## src/rtl/sal_sched_pkg.sv

```systemverilog
// Shared types for the round-robin DRAM command scheduler.
// Holds the issued-command encoding, the arbitration class indices and
// the class-to-command mapping used by the top level.
package sal_sched_pkg;

    typedef enum logic [2:0] {
        CMD_NOP = 3'd0,
        CMD_ACT = 3'd1,
        CMD_RD  = 3'd2,
        CMD_WR  = 3'd3,
        CMD_PRE = 3'd4,
        CMD_REF = 3'd5
    } cmd_t;

    typedef logic [2:0] cls_t;

    localparam int unsigned NUM_CLS   = 5;
    localparam int unsigned FAW_SLOTS = 4;

    localparam cls_t CLS_ACT = 3'd0;
    localparam cls_t CLS_RD  = 3'd1;
    localparam cls_t CLS_WR  = 3'd2;
    localparam cls_t CLS_PRE = 3'd3;
    localparam cls_t CLS_REF = 3'd4;

    // Map an arbitration class to the command it issues.
    function automatic cmd_t cls_to_cmd(input cls_t cls);
        cmd_t c;
        case (cls)
            CLS_ACT: c = CMD_ACT;
            CLS_RD:  c = CMD_RD;
            CLS_WR:  c = CMD_WR;
            CLS_PRE: c = CMD_PRE;
            CLS_REF: c = CMD_REF;
            default: c = CMD_NOP;
        endcase
        return c;
    endfunction

endpackage

```

## src/rtl/sal_rr_arb.sv

```systemverilog
// Combinational round-robin arbiter.
// Ports: req  - request vector
//        ptr  - last granted index; search starts at ptr+1 (mod N)
//        gnt  - one-hot grant
//        gnt_idx - index of the granted request
//        any  - at least one request present
module sal_rr_arb #(
    parameter int unsigned  N  = 4,
    localparam int unsigned IW = (N > 1) ? $clog2(N) : 1
) (
    input  logic [N-1:0]  req,
    input  logic [IW-1:0] ptr,
    output logic [N-1:0]  gnt,
    output logic [IW-1:0] gnt_idx,
    output logic          any
);

    int unsigned k;

    // First requester found walking forward from ptr+1, wrapping at N.
    always_comb begin
        any     = 1'b0;
        gnt_idx = '0;
        k       = 0;
        for (int unsigned i = 1; i <= N; i++) begin
            k = (32'(ptr) + i) % N;
            if (!any && req[IW'(k)]) begin
                any     = 1'b1;
                gnt_idx = IW'(k);
            end
        end
        gnt = N'(any) << gnt_idx;
    end

endmodule

```

## src/rtl/sal_sched_rr.sv

```systemverilog
// DRAM command scheduler: per-class round-robin over banks, fixed class
// priority (selectable CAS-first), tRRD/tCCD/tRTW/tWTR/tFAW enforcement.
// Ports: clk, rst (async active-high)
//        *_req      - per-bank requests for ACT/RD/WR/PRE/REF
//        *_arr      - per-bank packed ra/ca/id/len fields, bank i at slice i
//        *_gnt      - combinational one-hot grants (at most one bit overall)
//        cmd_*      - registered issued command, zero when cmd_valid=0
//        t_*_m1     - timing values minus one, sampled when a timer loads
//        cas_first  - 1: RD > WR > ACT > PRE > REF, 0: ACT > RD > WR > PRE > REF
module sal_sched_rr
    import sal_sched_pkg::*;
#(
    parameter int unsigned  BK_CNT = 16,
    parameter int unsigned  RA_W   = 16,
    parameter int unsigned  CA_W   = 10,
    parameter int unsigned  ID_W   = 4,
    parameter int unsigned  LEN_W  = 4,
    parameter int unsigned  TW     = 6,
    localparam int unsigned BW     = (BK_CNT > 1) ? $clog2(BK_CNT) : 1
) (
    input  logic                    clk,
    input  logic                    rst,
    input  logic [BK_CNT-1:0]       act_req,
    input  logic [BK_CNT-1:0]       rd_req,
    input  logic [BK_CNT-1:0]       wr_req,
    input  logic [BK_CNT-1:0]       pre_req,
    input  logic [BK_CNT-1:0]       ref_req,
    input  logic [BK_CNT*RA_W-1:0]  ra_arr,
    input  logic [BK_CNT*CA_W-1:0]  ca_arr,
    input  logic [BK_CNT*ID_W-1:0]  id_arr,
    input  logic [BK_CNT*LEN_W-1:0] len_arr,
    output logic [BK_CNT-1:0]       act_gnt,
    output logic [BK_CNT-1:0]       rd_gnt,
    output logic [BK_CNT-1:0]       wr_gnt,
    output logic [BK_CNT-1:0]       pre_gnt,
    output logic [BK_CNT-1:0]       ref_gnt,
    output logic                    cmd_valid,
    output cmd_t                    cmd_type,
    output logic [BW-1:0]           cmd_ba,
    output logic [RA_W-1:0]         cmd_ra,
    output logic [CA_W-1:0]         cmd_ca,
    output logic [ID_W-1:0]         cmd_id,
    output logic [LEN_W-1:0]        cmd_len,
    input  logic [TW-1:0]           t_rrd_m1,
    input  logic [TW-1:0]           t_ccd_m1,
    input  logic [TW-1:0]           t_rtw_m1,
    input  logic [TW-1:0]           t_wtr_m1,
    input  logic [TW-1:0]           t_faw_m1,
    input  logic                    cas_first
);

    // Per-bank field views.
    logic [RA_W-1:0]  ra_b  [BK_CNT];
    logic [CA_W-1:0]  ca_b  [BK_CNT];
    logic [ID_W-1:0]  id_b  [BK_CNT];
    logic [LEN_W-1:0] len_b [BK_CNT];

    for (genvar b = 0; b < BK_CNT; b++) begin : g_unpack
        assign ra_b[b]  = ra_arr[b*RA_W +: RA_W];
        assign ca_b[b]  = ca_arr[b*CA_W +: CA_W];
        assign id_b[b]  = id_arr[b*ID_W +: ID_W];
        assign len_b[b] = len_arr[b*LEN_W +: LEN_W];
    end

    // Timer and pointer state.
    logic [TW-1:0]    rrd_q, ccd_q, rtw_q, wtr_q;
    logic [TW-1:0]    faw_q [FAW_SLOTS];
    logic [BW-1:0]    ptr_q [NUM_CLS];

    // Arbitration signals.
    logic [BK_CNT-1:0]    cls_req [NUM_CLS];
    logic [BK_CNT-1:0]    arb_req [NUM_CLS];
    logic [BK_CNT-1:0]    arb_gnt [NUM_CLS];
    logic [BW-1:0]        arb_idx [NUM_CLS];
    logic [NUM_CLS-1:0]   arb_any;
    logic [NUM_CLS-1:0]   elig;
    logic [NUM_CLS-1:0]   win_hot;
    logic [FAW_SLOTS-1:0] faw_ld;
    logic                 faw_ok;
    logic                 win_any;
    cls_t                 win_cls;
    logic [BW-1:0]        win_bank;

    // Registered-command next values.
    logic                 cmd_valid_d;
    cmd_t                 cmd_type_d;
    logic [BW-1:0]        cmd_ba_d;
    logic [RA_W-1:0]      cmd_ra_d;
    logic [CA_W-1:0]      cmd_ca_d;
    logic [ID_W-1:0]      cmd_id_d;
    logic [LEN_W-1:0]     cmd_len_d;

    // Load wins over decrement; idle timers saturate at zero.
    function automatic logic [TW-1:0] tmr_next(input logic ld, input logic [TW-1:0] val,
                                               input logic [TW-1:0] cur);
        if (ld)
            return val;
        else if (cur != '0)
            return cur - TW'(1);
        else
            return cur;
    endfunction

    // FAW: ACT allowed while any slot is free; an ACT takes the lowest free slot.
    always_comb begin
        faw_ok = 1'b0;
        faw_ld = '0;
        for (int s = 0; s < int'(FAW_SLOTS); s++) begin
            if (!faw_ok && faw_q[s] == '0) begin
                faw_ok    = 1'b1;
                faw_ld[s] = win_hot[CLS_ACT];
            end
        end
    end

    // Class requests and timing eligibility.
    always_comb begin
        cls_req[CLS_ACT] = act_req;
        cls_req[CLS_RD]  = rd_req;
        cls_req[CLS_WR]  = wr_req;
        cls_req[CLS_PRE] = pre_req;
        cls_req[CLS_REF] = ref_req;
        elig             = '0;
        elig[CLS_ACT]    = (rrd_q == '0) && faw_ok;
        elig[CLS_RD]     = (ccd_q == '0) && (wtr_q == '0);
        elig[CLS_WR]     = (ccd_q == '0) && (rtw_q == '0);
        elig[CLS_PRE]    = 1'b1;
        elig[CLS_REF]    = (rrd_q == '0);
    end

    // One arbiter per class; ineligible classes present no requests.
    for (genvar c = 0; c < NUM_CLS; c++) begin : g_arb
        assign arb_req[c] = cls_req[c] & {BK_CNT{elig[c]}};
        sal_rr_arb #(.N(BK_CNT)) u_arb (
            .req     (arb_req[c]),
            .ptr     (ptr_q[c]),
            .gnt     (arb_gnt[c]),
            .gnt_idx (arb_idx[c]),
            .any     (arb_any[c])
        );
    end

    // Class priority; grants are held off entirely during reset.
    always_comb begin
        win_cls = CLS_ACT;
        win_any = !rst && (arb_any != '0);
        if (cas_first && arb_any[CLS_RD])      win_cls = CLS_RD;
        else if (cas_first && arb_any[CLS_WR]) win_cls = CLS_WR;
        else if (arb_any[CLS_ACT])             win_cls = CLS_ACT;
        else if (arb_any[CLS_RD])              win_cls = CLS_RD;
        else if (arb_any[CLS_WR])              win_cls = CLS_WR;
        else if (arb_any[CLS_PRE])             win_cls = CLS_PRE;
        else                                   win_cls = CLS_REF;
        for (int c = 0; c < int'(NUM_CLS); c++)
            win_hot[c] = win_any && (win_cls == cls_t'(c));
        win_bank = arb_idx[win_cls];
    end

    assign act_gnt = win_hot[CLS_ACT] ? arb_gnt[CLS_ACT] : '0;
    assign rd_gnt  = win_hot[CLS_RD]  ? arb_gnt[CLS_RD]  : '0;
    assign wr_gnt  = win_hot[CLS_WR]  ? arb_gnt[CLS_WR]  : '0;
    assign pre_gnt = win_hot[CLS_PRE] ? arb_gnt[CLS_PRE] : '0;
    assign ref_gnt = win_hot[CLS_REF] ? arb_gnt[CLS_REF] : '0;

    // Command payload: row for ACT, column/id/len for CAS, zero otherwise.
    always_comb begin
        cmd_valid_d = win_any;
        cmd_type_d  = win_any ? cls_to_cmd(win_cls) : CMD_NOP;
        cmd_ba_d    = win_any ? win_bank : '0;
        cmd_ra_d    = '0;
        cmd_ca_d    = '0;
        cmd_id_d    = '0;
        cmd_len_d   = '0;
        if (win_hot[CLS_ACT])
            cmd_ra_d = ra_b[win_bank];
        if (win_hot[CLS_RD] || win_hot[CLS_WR]) begin
            cmd_ca_d  = ca_b[win_bank];
            cmd_id_d  = id_b[win_bank];
            cmd_len_d = len_b[win_bank];
        end
    end

    // Timers and round-robin pointers.
    always_ff @(posedge clk or posedge rst) begin
        if (rst) begin
            rrd_q <= '0;
            ccd_q <= '0;
            rtw_q <= '0;
            wtr_q <= '0;
            for (int s = 0; s < int'(FAW_SLOTS); s++)
                faw_q[s] <= '0;
            for (int c = 0; c < int'(NUM_CLS); c++)
                ptr_q[c] <= BW'(BK_CNT - 1);
        end else begin
            rrd_q <= tmr_next(win_hot[CLS_ACT] || win_hot[CLS_REF], t_rrd_m1, rrd_q);
            ccd_q <= tmr_next(win_hot[CLS_RD] || win_hot[CLS_WR], t_ccd_m1, ccd_q);
            rtw_q <= tmr_next(win_hot[CLS_RD], t_rtw_m1, rtw_q);
            wtr_q <= tmr_next(win_hot[CLS_WR], t_wtr_m1, wtr_q);
            for (int s = 0; s < int'(FAW_SLOTS); s++)
                faw_q[s] <= tmr_next(faw_ld[s], t_faw_m1, faw_q[s]);
            for (int c = 0; c < int'(NUM_CLS); c++)
                if (win_hot[c])
                    ptr_q[c] <= arb_idx[c];
        end
    end

    // Issued command register.
    always_ff @(posedge clk or posedge rst) begin
        if (rst) begin
            cmd_valid <= 1'b0;
            cmd_type  <= CMD_NOP;
            cmd_ba    <= '0;
            cmd_ra    <= '0;
            cmd_ca    <= '0;
            cmd_id    <= '0;
            cmd_len   <= '0;
        end else begin
            cmd_valid <= cmd_valid_d;
            cmd_type  <= cmd_type_d;
            cmd_ba    <= cmd_ba_d;
            cmd_ra    <= cmd_ra_d;
            cmd_ca    <= cmd_ca_d;
            cmd_id    <= cmd_id_d;
            cmd_len   <= cmd_len_d;
        end
    end

endmodule

```

## config.mk

```make
export PLATFORM = sky130hd
export DESIGN_NAME = sal_sched_rr
export DESIGN_NICKNAME = d
export VERILOG_FILES = /design/src/rtl/sal_sched_pkg.sv /design/src/rtl/sal_rr_arb.sv /design/src/rtl/sal_sched_rr.sv
export SDC_FILE = /design/constraint.sdc
export NUM_CORES = 1
export LEC_CHECK = 0
export BUFFER_PORTS_ARGS = -buffer_cell sky130_fd_sc_hd__buf_2
export CORE_AREA = 2 2 304 306
export CTS_BUF_LIST = sky130_fd_sc_hd__clkbuf_8
export CTS_CLUSTER_SIZE = 20
export DETAILED_ROUTE_END_ITERATION = 8
export DIE_AREA = 0 0 306 308
export PLACE_DENSITY = 0.45
export SLEW_MARGIN = 20
export SYNTH_ARGS = -nofsm -noshare
export SYNTH_HDL_FRONTEND = slang
export SYNTH_SLANG_ARGS = --single-unit
```

## constraint.sdc

```tcl
create_clock -name clk -period 6.98 [get_ports clk]
set_input_delay 0.698 -clock clk [delete_from_list [all_inputs] [get_ports clk]]
set_output_delay 0.698 -clock clk [all_outputs]
set_load 0.01 [all_outputs]
```

* After elaboration in Yosys (flattened, before gate mapping)
Index checks and enable logic that the tools add are counted.
** Storage, ports and cells
- Bits in registers :: 110
- Logic and storage cells :: 778
** Cells by class
- Equal/unequal tests :: 4
- Muxes and demuxes :: 377
- Shifts and indexed selects :: 5
- Bitwise operators :: 6
- Add/sub/neg operators :: 88
- $lt $le $gt $ge :: 82
- Reduce and logical (&&, ||, !) cells :: 196
** Operator list (count)
- $lt 4x5->1 const B :: 80
- $mux 4 :: 89
- $bmux 1 s4 :: 80
- $mux 1 :: 168
- $add 4x4->4 const B :: 40
- $mux 16 :: 8
- $mux 6 :: 16
- $logic_and 1x1->1 :: 89
- $add 4x3->4 const B :: 20
- $shl 1x4->16 :: 5
- $logic_not 1->1 :: 79
- $and 16x16->16 :: 4
- $bmux 16 s4 :: 1
- $logic_not 6->1 :: 8
- $reduce_bool 6->1 :: 8
- $sub 6x1->6 const B :: 8
- $add 4x1->4 const B :: 10
- $add 4x2->4 const B :: 10
- $bmux 10 s4 :: 1
- $bmux 4 s4 :: 2
- $mux 10 :: 3
- $mux 3 :: 7
- $reduce_bool 2->1 :: 8
- $pmux 3 s5 :: 1
- 11 further kinds :: 13

* Depth between registers and ports, before layout
Gate-level depths: netlist of the first run.
- Word-level depth :: 73
- Mapped depth :: 28
- Mapped depth without buffers :: 17

* Cells and area by module
Synthesis of the first run repeated with hierarchy kept, for this count alone.
** Unflattened totals
- Cells, all modules :: 2449
- Area, all modules :: 22932.0 um^2
** Modules (own cells, without submodules)
- sal_rr_arb :: cells each 310, area an instance 2616.3 um^2, instances 5, seq. area each 0.0 um^2
- sal_sched_rr :: cells each 899, area an instance 9850.7 um^2, instances 1, seq. area each 2777.7 um^2

* Least setup slack after synthesis of the first run
OpenSTA, ideal clock, no wires.
- Path kind :: reg2out
- Start :: reg ptr_q[16] (netlist bit)
- End :: out act_gnt[0]
- Required time :: 6.282 ns
- Path slack :: 0.568 ns
- Buffers on the path :: 9
- Cell stages (with the launch flop) :: 26
- Arrival :: 5.714 ns
- Path through :: dfstp_2 > buf_2 > buf_2 > buf_2 > inv_1 > clkbuf_1 > ha_1 > clkbuf_1 > buf_1 > buf_2 > mux2i_1 > mux2i_1 > a32oi_1 > nand2_1 > nor4_1 > a31oi_1 > nor3_1 > and4_1 > buf_2 > a21o_1 > nor2_2 > nand2_1 > or2_2 > buf_2 > nand2b_1 > nor2_1
** On the way
- Cells in the longest elaborated chain, start to end :: 55
** Ends and longest elaborated chain
- start, declared :: line sal_sched_rr.sv:68 : logic [BW-1:0] ptr_q [NUM_CLS];
- start signal, assigned by index :: line sal_sched_rr.sv:193 : ptr_q[c] <= BW'(BK_CNT - 1);
- start signal, assigned by index :: line sal_sched_rr.sv:203 : ptr_q[c] <= arb_idx[c];
- $add 4x1->4 :: line sal_rr_arb.sv:26 : k = (32'(ptr) + i) % N;
- $bmux 1 s4 :: line sal_rr_arb.sv:27 : if (!any && req[IW'(k)]) begin
- $mux 1 (not written as such) :: line sal_rr_arb.sv:27
- $mux 1 :: line sal_rr_arb.sv:27
- $logic_not 1->1 :: line sal_rr_arb.sv:27
- $logic_and 1x1->1 :: line sal_rr_arb.sv:27
- $mux 1 :: line sal_rr_arb.sv:27
- $logic_not 1->1 :: line sal_rr_arb.sv:27
- (+39 left out)
- $logic_and 1x1->1 :: line sal_rr_arb.sv:27
- $mux 1 :: line sal_rr_arb.sv:27
- $mux 3 :: line sal_sched_rr.sv:149 : else if (arb_any[CLS_ACT]) win_cls = CLS_ACT;
- $mux 3 :: line sal_sched_rr.sv:148 : else if (cas_first && arb_any[CLS_WR]) win_cls = CLS_WR;
- $mux 3 :: line sal_sched_rr.sv:147 : if (cas_first && arb_any[CLS_RD]) win_cls = CLS_RD;
- $logic_not 3->1 :: line sal_sched_rr.sv:155 : win_hot[c] = win_any && (win_cls == cls_t'(c));
- $logic_and 1x1->1 :: line sal_sched_rr.sv:155
- $mux 16 * :: line sal_sched_rr.sv:159 : assign act_gnt = win_hot[CLS_ACT] ? arb_gnt[CLS_ACT] : '0;
- end, declared :: line sal_sched_rr.sv:32 : output logic [BK_CNT-1:0] act_gnt,
Mark *: on every way between the ends. The rest lies on a longest branch, timed or not. The select of a mux whose other input is x is not followed.

* Final worst setup path of the first run
- Start :: reg ptr_q[10] (netlist bit)
- End :: out act_gnt[15]
** On the way
- Cells in the longest elaborated chain, start to end :: 57
** Ends and longest elaborated chain
- $add 4x1->4 :: line sal_rr_arb.sv:26
- $bmux 1 s4 :: line sal_rr_arb.sv:27
- $mux 1 (not written as such) :: line sal_rr_arb.sv:27
- $mux 1 :: line sal_rr_arb.sv:27
- $logic_not 1->1 :: line sal_rr_arb.sv:27
- $logic_and 1x1->1 :: line sal_rr_arb.sv:27
- $mux 1 :: line sal_rr_arb.sv:27
- $logic_not 1->1 :: line sal_rr_arb.sv:27
- (+41 left out)
- $mux 3 :: line sal_sched_rr.sv:151 : else if (arb_any[CLS_WR]) win_cls = CLS_WR;
- $mux 3 :: line sal_sched_rr.sv:150 : else if (arb_any[CLS_RD]) win_cls = CLS_RD;
- $mux 3 :: line sal_sched_rr.sv:149
- $mux 3 :: line sal_sched_rr.sv:148
- $mux 3 :: line sal_sched_rr.sv:147
- $logic_not 3->1 :: line sal_sched_rr.sv:155
- $logic_and 1x1->1 * :: line sal_sched_rr.sv:155
- $mux 16 * :: line sal_sched_rr.sv:159
Marks and branches as above.

==> results.txt, run 1 <==
The clock net in this run drives a total of 110 sinks. The design draws 0.0207 W. The tools report the die area as 0.0942 sq mm. Setup repair after global routing could not meet its margin everywhere. The tools report the start of the worst register-to-register path as ptr_q[10]$_DFFE_PP1P_. The worst setup path is captured at an output port. Of the available clock period, the critical path in the final layout requires 97.2%. After clock tree synthesis, the clock-pin slew on the worst setup and hold paths is 0.16 ns.

Global routing used 29.3% of the available tracks. Number of fillers in the final layout: 9847. The dominant combinational cell family by area after synthesis is multiplexers. The number of enable-type register cells in the synthesized netlist works out to 0. Setup violations remaining at the end of the flow were counted as 0. For the number of H-tree levels, the log shows 3.

The run finished with clean final reports. The endpoint identified for the worst register-to-register timing path is cmd_ra[15]$_DFF_PP0_. The final route contains 28800 vias. The tools report the worst path required time as 6.28 ns.

The post-detailed-route via-to-cell ratio works out to 5.83. The number of cells on the worst hold path was 3; the relative slew slack was 31.4%. Summing every instance area after synthesis gives 0.0238 sq mm.

STA puts the critical path data arrival time at 6.09 ns. In the routed design, unresolved DRC markers number 0. The final layout contains routed wiring with a total length of 145 mm. The logs give 26982 for the via count of the first global-routing pass and 105 for the number of distinct standard cells referenced by the synthesized netlist. Number of port buffers: 778.

Number of buffers created by CTS: 9. The most used flip-flop cell after synthesis is dfrtp_1. Max-cap violations in this run came to 0. The maximum number of pins on one net before global-route repair is 94. The clock period could shrink to 6.79 ns. The worst hold path terminates at rtw_q[0]$_DFFE_PP0P_. The basic-gate share of the synthesized area counting and, or, nand and nor cells came out at 21.6%.

The maximum clock rate was 147 MHz; the number of nets with antenna violations after detailed routing was 0. The initial utilization of the core area, before any placement, comes to 26.2%. In this run the standard cell core region covers 0.0910 sq mm. Summing the areas of all fa, ha and maj instances in the mapped netlist gives 2.68% of the synthesized area.

The later pin in the worst-skew pair is clocked with a latency of 0.50 ns. Total number of yosys warnings: 0. Leakage power figure: 13.7 nW. The path class of the tightest hold or removal check is in2reg.

The cell sitting at the root of the clock tree is a clkbuf_8. The post-synthesis compound-gate area fraction is 23.5%. The first global-routing pass estimated 201 mm of wire.

The final-report max-slew violation count was 0; the async set-reset flop share out of synthesis was 100%. The floorplan step set the die height to 308 um. The synthesized net count is 3670, and the worst slack after detailed placement is 0.179 ns.

The run gives 0.984 as the final weighted congestion in routability-driven placement. Power per cell area: 687 mW/mm^2. The longest clock path from root to sink contains 2 buffers. Along the worst path, the maximum fanout reaches 11.

The instance count of the mapped netlist is 2962, and the slew at the pin closest to its max-slew limit is 1.02 ns. For this run, the post-layout net count is 4433. The first routing iteration left 3261 violations.

The run gives 779 as the I/O pin count. Of the total synthesized cell area, the portion taken by XOR and XNOR cells is 3.63%. The number of rows in the core area was 111; the growth of design area from synthesis to finish was 26.5%.

The share of the yosys chip area belonging to registers is 11.7%, and the flip-flop and latch count after synthesis is 110. For this run, the detailed router's first-pass iteration total came to 6. The number of endpoints with negative hold slack in the final report was 0. The source of the worst hold timing path is t_rtw_m1[0]. Once placement completed, the tool counted placed cells totaling 4899. For the final setup slack of the worst path, the log shows 0.193 ns.

For the number of antenna violations at the first check in global routing, the log shows 56. Summed over all nets, the half-perimeter wirelength after detailed placement is 120 mm. Cells with a size suffix above 1 make up 36.9% of the layout. TritonCTS built the clock tree.

The logic depth of the worst register-to-register path is 15. Dividing the detail-routed wire length by the instance count gives 29.3 um. The number of buffers inserted to repair setup after CTS is 0.

The finished layout holds 4937 standard cells, fillers aside. Startpoint kind of the worst setup timing path: a flop. Multiplexer cells account for 31.9% of the synthesized area. The worst register-to-register path has a setup slack of 0.22 ns. The total overflow left after global routing is 0. The critical path is of the reg2out type. The floorplan step set the die width to 306 um. After synthesis, the mean cell area works out to 8.04 sq um. The maximum clock skew at final layout is 0.0238 ns, and the maximum vdd drop is 752 uV.
report_power, final:
part | total [W] | switching [W] | internal, W
Combinational | 0.0190 | 0.0114 | 0.00756
Sequential | 0.00121 | 0.000314 | 0.000896
Clock | 0.000512 | 0.000361 | 0.000151
Total | 0.0207 | 0.0121 | 0.00860
cell type report:
| class | count | area [sq um] | area share, % |
|---|---|---|---|
| diodes | 21 | 52.6 | 0.174 |
| clock buffers | 9 | 124 | 0.411 |
| clock inverters | 7 | 95.1 | 0.316 |
| inverters | 77 | 294 | 0.976 |
| multi-input cells | 2581 | 20000 | 66.5 |
| flip-flops and latches | 110 | 2780 | 9.22 |
| well taps | 1186 | 1480 | 4.93 |
| repair buffers | 946 | 5250 | 17.4 |
critical path: stages (launching register included):
cell,delay [ns]
dfstp_2,0.74
ha_2,0.39
nand2_1,0.27
xnor2_4,0.31
nor4_1,0.12
a2111oi_2,0.48
nand4b_2,0.26
or3_1,0.48
nor4b_4,0.38
nand2_1,0.14
a22o_1,0.27
buf_4,0.16
nor3_2,0.76
and2_1,0.29
nand2b_1,0.15
nor2_1,0.19
buf_2,0.16
sequential cells by signal, summed over array words and instances (netlist names):
signal and cells:
wtr_q 6, faw_q 24, cmd_ra 16, cmd_ba 4, cmd_type 3, rrd_q 6
ccd_q 6, cmd_valid 1, cmd_ca 10, cmd_id 4, ptr_q 20, cmd_len 4
rtw_q 6
worst max-delay path by stage:
stage	from	endpoint	slack, ns	depth (start not counted)
floorplan	ptr_q[16]$_DFFE_PP1P_	act_gnt[0]	0.57	25
global placement	ptr_q[1]$_DFFE_PP1P_	cmd_ca[5]$_DFF_PP0_	0.21	17
detailed placement	ptr_q[1]$_DFFE_PP1P_	cmd_ca[5]$_DFF_PP0_	0.18	17
CTS	ptr_q[1]$_DFFE_PP1P_	cmd_ca[5]$_DFF_PP0_	0.12	17
global route	ptr_q[1]$_DFFE_PP1P_	act_gnt[4]	-0.02	18
finish	ptr_q[10]$_DFFE_PP1P_	act_gnt[15]	0.19	16
cell usage after synthesis (17+ instances only):
cell	n	share of area, %
o22ai_1	54	1.4
buf_2	73	1.5
xnor2_1	50	1.8
nand2b_1	36	0.95
a31oi_1	21	0.55
or2_2	25	0.66
dfstp_2	20	2.2
nand3_1	73	1.5
nor2_1	293	4.6
and2_1	39	1.0
and3_1	22	0.58
mux4_2	116	11
nor3_1	81	1.7
mux2_2	153	7.2
inv_1	69	1.1
o221ai_1	25	0.92
nor4_1	27	0.71
o21ai_0	130	2.7
a22oi_1	17	0.54
a221o_1	24	1.0
mux2i_1	320	13
ha_1	51	2.7
nor2b_1	29	0.76
dfrtp_1	90	9.5
clkbuf_1	87	1.4
a211oi_1	47	1.5
a22o_1	29	1.1
nand2_1	311	4.9
or3_1	41	1.1
nand4_1	25	0.66
o221a_2	33	1.6
o211ai_1	26	0.82
o31ai_1	26	0.82
a21oi_1	146	3.1
xor2_1	33	1.2
cells in the final DEF (no fill, tap or decap), types with 31 or more instances in the layout:
master / synthesis / final
o221a_2: 33 / 33
ha_1: 51 / 46
nand2_1: 311 / 310
nor3_1: 81 / 80
mux4_2: 116 / 116
xor2_1: 33 / 31
xnor2_1: 50 / 45
o21ai_0: 130 / 130
or3_1: 41 / 40
buf_2: 73 / 778
mux2i_1: 320 / 320
buf_4: 10 / 158
and2_1: 39 / 39
nand3_1: 73 / 73
a211oi_1: 47 / 47
nand2b_1: 36 / 36
nor2_1: 293 / 291
a21oi_1: 146 / 145
inv_1: 69 / 68
dfrtp_1: 90 / 90
mux2_2: 153 / 153
o22ai_1: 54 / 54
per-stage QoR:
stage / setup TNS [ns] / instance area (sq um) / util, % / hold WS [ns]
floorplan: 0 / 23800 / - / 0.471
global placement: 0 / 29700 / 32.6 / 0.499
detailed placement: 0 / 29700 / 32.6 / 0.501
CTS: 0 / 30000 / 32.9 / 0.345
global route: -0.0268 / 30100 / 33.1 / 0.376
finish: 0 / 30100 / 33.1 / 0.392
per-layer routing:
metal  vias up  global-route usage (%)  wire (um)
met4        28                    15.7       7560
met5         -                       0        143
met2      1567                    42.9      61900
met3       214                    6.97      13200
li1      12986                       -          -
met1     14005                    39.6      61900
what timing repair did:
item	in CTS	in global routing
pin swaps	0	2
setup endpoints to repair	8	43
hold buffers	0	0
resized for setup	8	19
gates cloned	0	1
cell families after synthesis:
logic type                 count (synthesis)
adders and majority gates                 51
xor gates and xnor gates                  90
and+or+nand+nor                         1065
AOI/OAI and AO/OA                        782
buffers and inverters                    272
muxes                                    592
DFF                                      110
(Power assumes the default switching activity.)
==> run 2, diff against run 1 <==
BUFFER_PORTS_ARGS = not set   (was -buffer_cell sky130_fd_sc_hd__buf_2)
DONT_BUFFER_PORTS = 1   (was not set)
MAX_ROUTING_LAYER = met4   (was not set)
PLACE_DENSITY = 0.38   (was 0.45)
==> run 2 against run 1 <==
Compared with the run above:
- flip-flop and latch count stayed put
- sequential share of layout area grew 1.2 points
- first-iteration DRC count shrank 12%
- core utilization is 3.9 points lower
- clock skew is 0.018 ns higher
==> results.txt, run 2 (synthesis results as in run 1) <==
The die outline width was 306 um (unchanged). The global-route wire length before repair is 201 mm (-0.28%). The final number of setup-violating endpoints came out at 0 (unchanged). The proportion of power drawn by the clock network is 2.4% (about the same), and the remaining global-route overflow is 0 (unchanged). The library cell used most frequently in the layout, excluding fill and tap cells, is mux2i_1. The instance count after placement with tap cells included is 4149 (-15%), and the number of port buffers is 0 (-100%). For the final weighted congestion in routability-driven placement, the log shows 1.00 (+1.9%).

The net switching share of the total power is 58.4% (about the same), and the post-DP HPWL is 123 mm (+2.0%). The number of endpoints with negative hold slack in the final report was 0 (unchanged). The number of hold buffers added after cts is 0 (unchanged). The tools report the worst-skew pair later-pin latency as 0.53 ns (+0.03 ns).

TritonCTS built the clock tree. The run gives 26.2% (unchanged) as the starting density of the core. The fraction of layout cells with a size suffix above 1 was 21.1% (-16 points); the maximum number of pins on one net before global-route repair was 72 (-23%).

In the layout the commonest cells are mux2i_1, nand2_1, nor2_1, buf_4, mux2_2. The number of rows in the core area is 111 (unchanged), and the number of maximum-capacitance violations is 0 (unchanged). The combinational cell fraction of total power is 91.4% (-0.3 points).

The area used by multi-input combinational logic came out at 0.0201 sq mm (+0.13%). The register with the most flip-flops in the final layout is faw_q. The tools report the timing startpoint of the critical path as ptr_q[9]$_DFFE_PP1P_.

The slew at the pin closest to its max-slew limit was 1.02 ns (-0.00818 ns); the maximum clock rate was 149 MHz (+1.2%). The run gives 0 ns (unchanged) as the final setup TNS. Type of destination of the critical path: an output port. Relative to the synthesized area, the layout overhead comes to 11.6%.

Traced cell by cell, the critical path runs through ha_2, xor2_4, mux2_2, mux2_2, a221oi_2, nand2_1, or3_1, nor4b_4, nand2_1, a22o_1, nor3_2, and2_1, nand2_1, nor2_1, buf_4. Post-detailed-route via-to-cell ratio: 6.30 (+7.9%). The vertical die dimension was 308 um (unchanged).

The run gives 6.28 ns (about the same) as the worst path required time. The number of nets with antenna violations after detailed routing is 0 (unchanged). The logs give 779 (unchanged) for the I/O pin count and 0.0414 ns (+0.0176 ns) for the maximum clock skew at final layout. The clock transition time at the flip-flop clock pins of the worst setup and hold paths is 0.18 ns (+0.02 ns), and the time the final worst path needs with I/O delays and setup is 6.71 ns (-0.0783 ns).

Maximum fanout along the worst path: 14 (+3). The maximum vdd drop is 539 uV (-28%). The logs give 0.0910 sq mm (unchanged) for the area of the core and 2 (unchanged) for the maximum root-to-sink buffer count.

The switching power is 0.0121 W (+0.42%). For the number of antenna violations at the first check in global routing, the log shows 66 (+18%). The largest registers in the layout are faw_q: 24 flops, ptr_q: 20 flops, cmd_ra: 16 flops. The tools report the die area as 0.0942 sq mm (unchanged). The final-report max-slew violation count is 0 (unchanged). Setup repair after global routing left no endpoint under its margin.

For the leakage power figure, the log shows 10.6 nW (-23%). The length of the first detailed-routing pass in iterations is 8 (+2). The dominant cell type by count on the critical path is nand2_1.

Among all stages on the critical path, the largest delay is contributed by dfstp_2. The worst slack after detailed placement was 0.120 ns (-0.0586 ns). The post-placement cell area was 0.0260 sq mm (-12%).

The proportion of power drawn by flip-flops and latches is 6.2% (+0.4 points). The via count of the first global-routing pass is 25154 (-6.8%), and the post-route fraction of the period consumed by the critical path is 96.1% (-1.1 points). The final standard cell count with taps included and fillers excluded was 4227 (-14%). For the number of buffers created by CTS, the log shows 9 (unchanged). The summed area of non-filler cells in the final layout is 0.0266 sq mm (-12%), and the number of flip-flops under the largest register name is 24 (unchanged). The tools report the routed wire length as 147 mm (+1.7%). The critical path in this run is classified as reg2out. The startpoint kind of the worst setup timing path is a flop. The final setup slack of the worst path was 0.271 ns (+0.0783 ns); the number of sinks handled by clock tree synthesis was 110 (unchanged).

The clock tree root driver cell was clkbuf_8. The power per cell area is 782 mW/mm^2 (+14%). The worst stage delay on the critical path is 0.73 ns (-0.03 ns), and the number of fillers in the final layout is 9718 (-1.3%). The DRC marker count from the first detailed-route iteration was 2869 (-12%).

The combined global-route utilization of all metal layers is 30.6% (+1.3 points), and the footprint of the flip-flops and latches is 0.00278 sq mm (+0.14%). The average detailed-routed wire length per instance came out at 34.8 um (+19%). The cell-internal power was 0.00865 W (+0.53%). The share of the core filled with cells in the final layout was 29.2% (-3.9 points). The path class of the tightest hold or removal check is in2async. The worst register-to-register path begins at ptr_q[0]$_DFFE_PP1P_. The tools report the total vias in the final route as 26609 (-7.6%).

The flow ran to the end, and the final reports show no timing, DRC or antenna violations. The number of nets in the layout was 3683 (-17%). The data arrival at the endpoint of the critical path was 6.01 ns (-0.08 ns); the number of H-tree levels was 3 (unchanged).

The relative slew slack was 31.9% (+0.52 points); the DRC violation count after routing was 0 (unchanged).
==> run 2: changes by cell type in the layout (fill, tap and decap cells not counted), sizes merged <==
| cell | delta |
|---|---|
| buf | -749 |
| clkinv | +2 |
| clkinvlp | +1 |
| diode | +40 |
| inv | -3 |
| nor2 | -1 |
==> run 2: critical path, delay by kind of cell, from the launching register on <==
kind	cells	cell delay [ns]
multiplexers	2	0.70
XOR/XNOR	1	0.33
adder cells (fa/ha/maj)	1	0.37
buffers and inverters	1	0.19
flip-flops	1	0.73
AND/OR/NAND/NOR	8	2.38
AO/OA/AOI/OAI	2	0.80
==> run 2: area by class of cell <==
| cell class | instances | share of cell area [%] |
|---|---|---|
| multi-input cells | 2580 | 75.5 |
| flip-flops and latches | 110 | 10.5 |
| repair buffers | 197 | 5.94 |
| well taps | 1186 | 5.58 |
| inverters | 77 | 1.11 |
| diodes | 61 | 0.574 |
| clock buffers | 9 | 0.466 |
| clock inverters | 7 | 0.339 |
==> run 2: worst paths after layout <==
kind | slack, ns | end | depth (start not counted)
worst min-delay path | 0.19 | faw_q[7]$_DFFE_PP0P_ | 1
worst max register to register | 0.32 | cmd_ra[9]$_DFF_PP0_ | 18
worst max-delay path | 0.27 | act_gnt[9] | 15
max in group asynchronous | 5.54 | cmd_ba[0]$_DFF_PP0_ | 2
min in group clk | 0.28 | faw_q[6]$_DFFE_PP0P_ | 2
worst min register to register | 0.54 | faw_q[23]$_DFFE_PP0P_ | 1
==> run 2: stage by stage <==
step	hold WS (ns)	power (W)
2_1_floorplan	0.471	0.0136
3_3_place_gp	0.501	0.0198
3_5_place_dp	0.522	0.0199
4_1_cts	0.179	0.0205
5_1_grt	0.192	0.0219
6_report	0.191	0.0208
==> run 2: power by group through the flow <==
stage                     clock network, W  registers, W  logic [W]
after global placement                   0       0.00128     0.0185
after detailed placement                 0       0.00128     0.0186
after global routing              0.000548       0.00132     0.0200
final                             0.000503       0.00129     0.0190
after CTS                         0.000536       0.00128     0.0187
after floorplan                          0       0.00106     0.0125
==> run 2: routing by layer <==
metal	GRT usage [%]	part of all wire [%]	vias up
li1	-	-	11522
met1	39.1	43	13425
met2	45.0	44	1450
met3	9.85	10	212
met4	11.1	3.9	0
met5	-	0	-
==> run 2: repair_timing <==
action,in CTS,in global routing
setup endpoints to repair,8,63
setup buffers,0,1
gates cloned,0,0
hold endpoints to repair,0,0
gates resized for setup,6,23
pin swaps,0,3
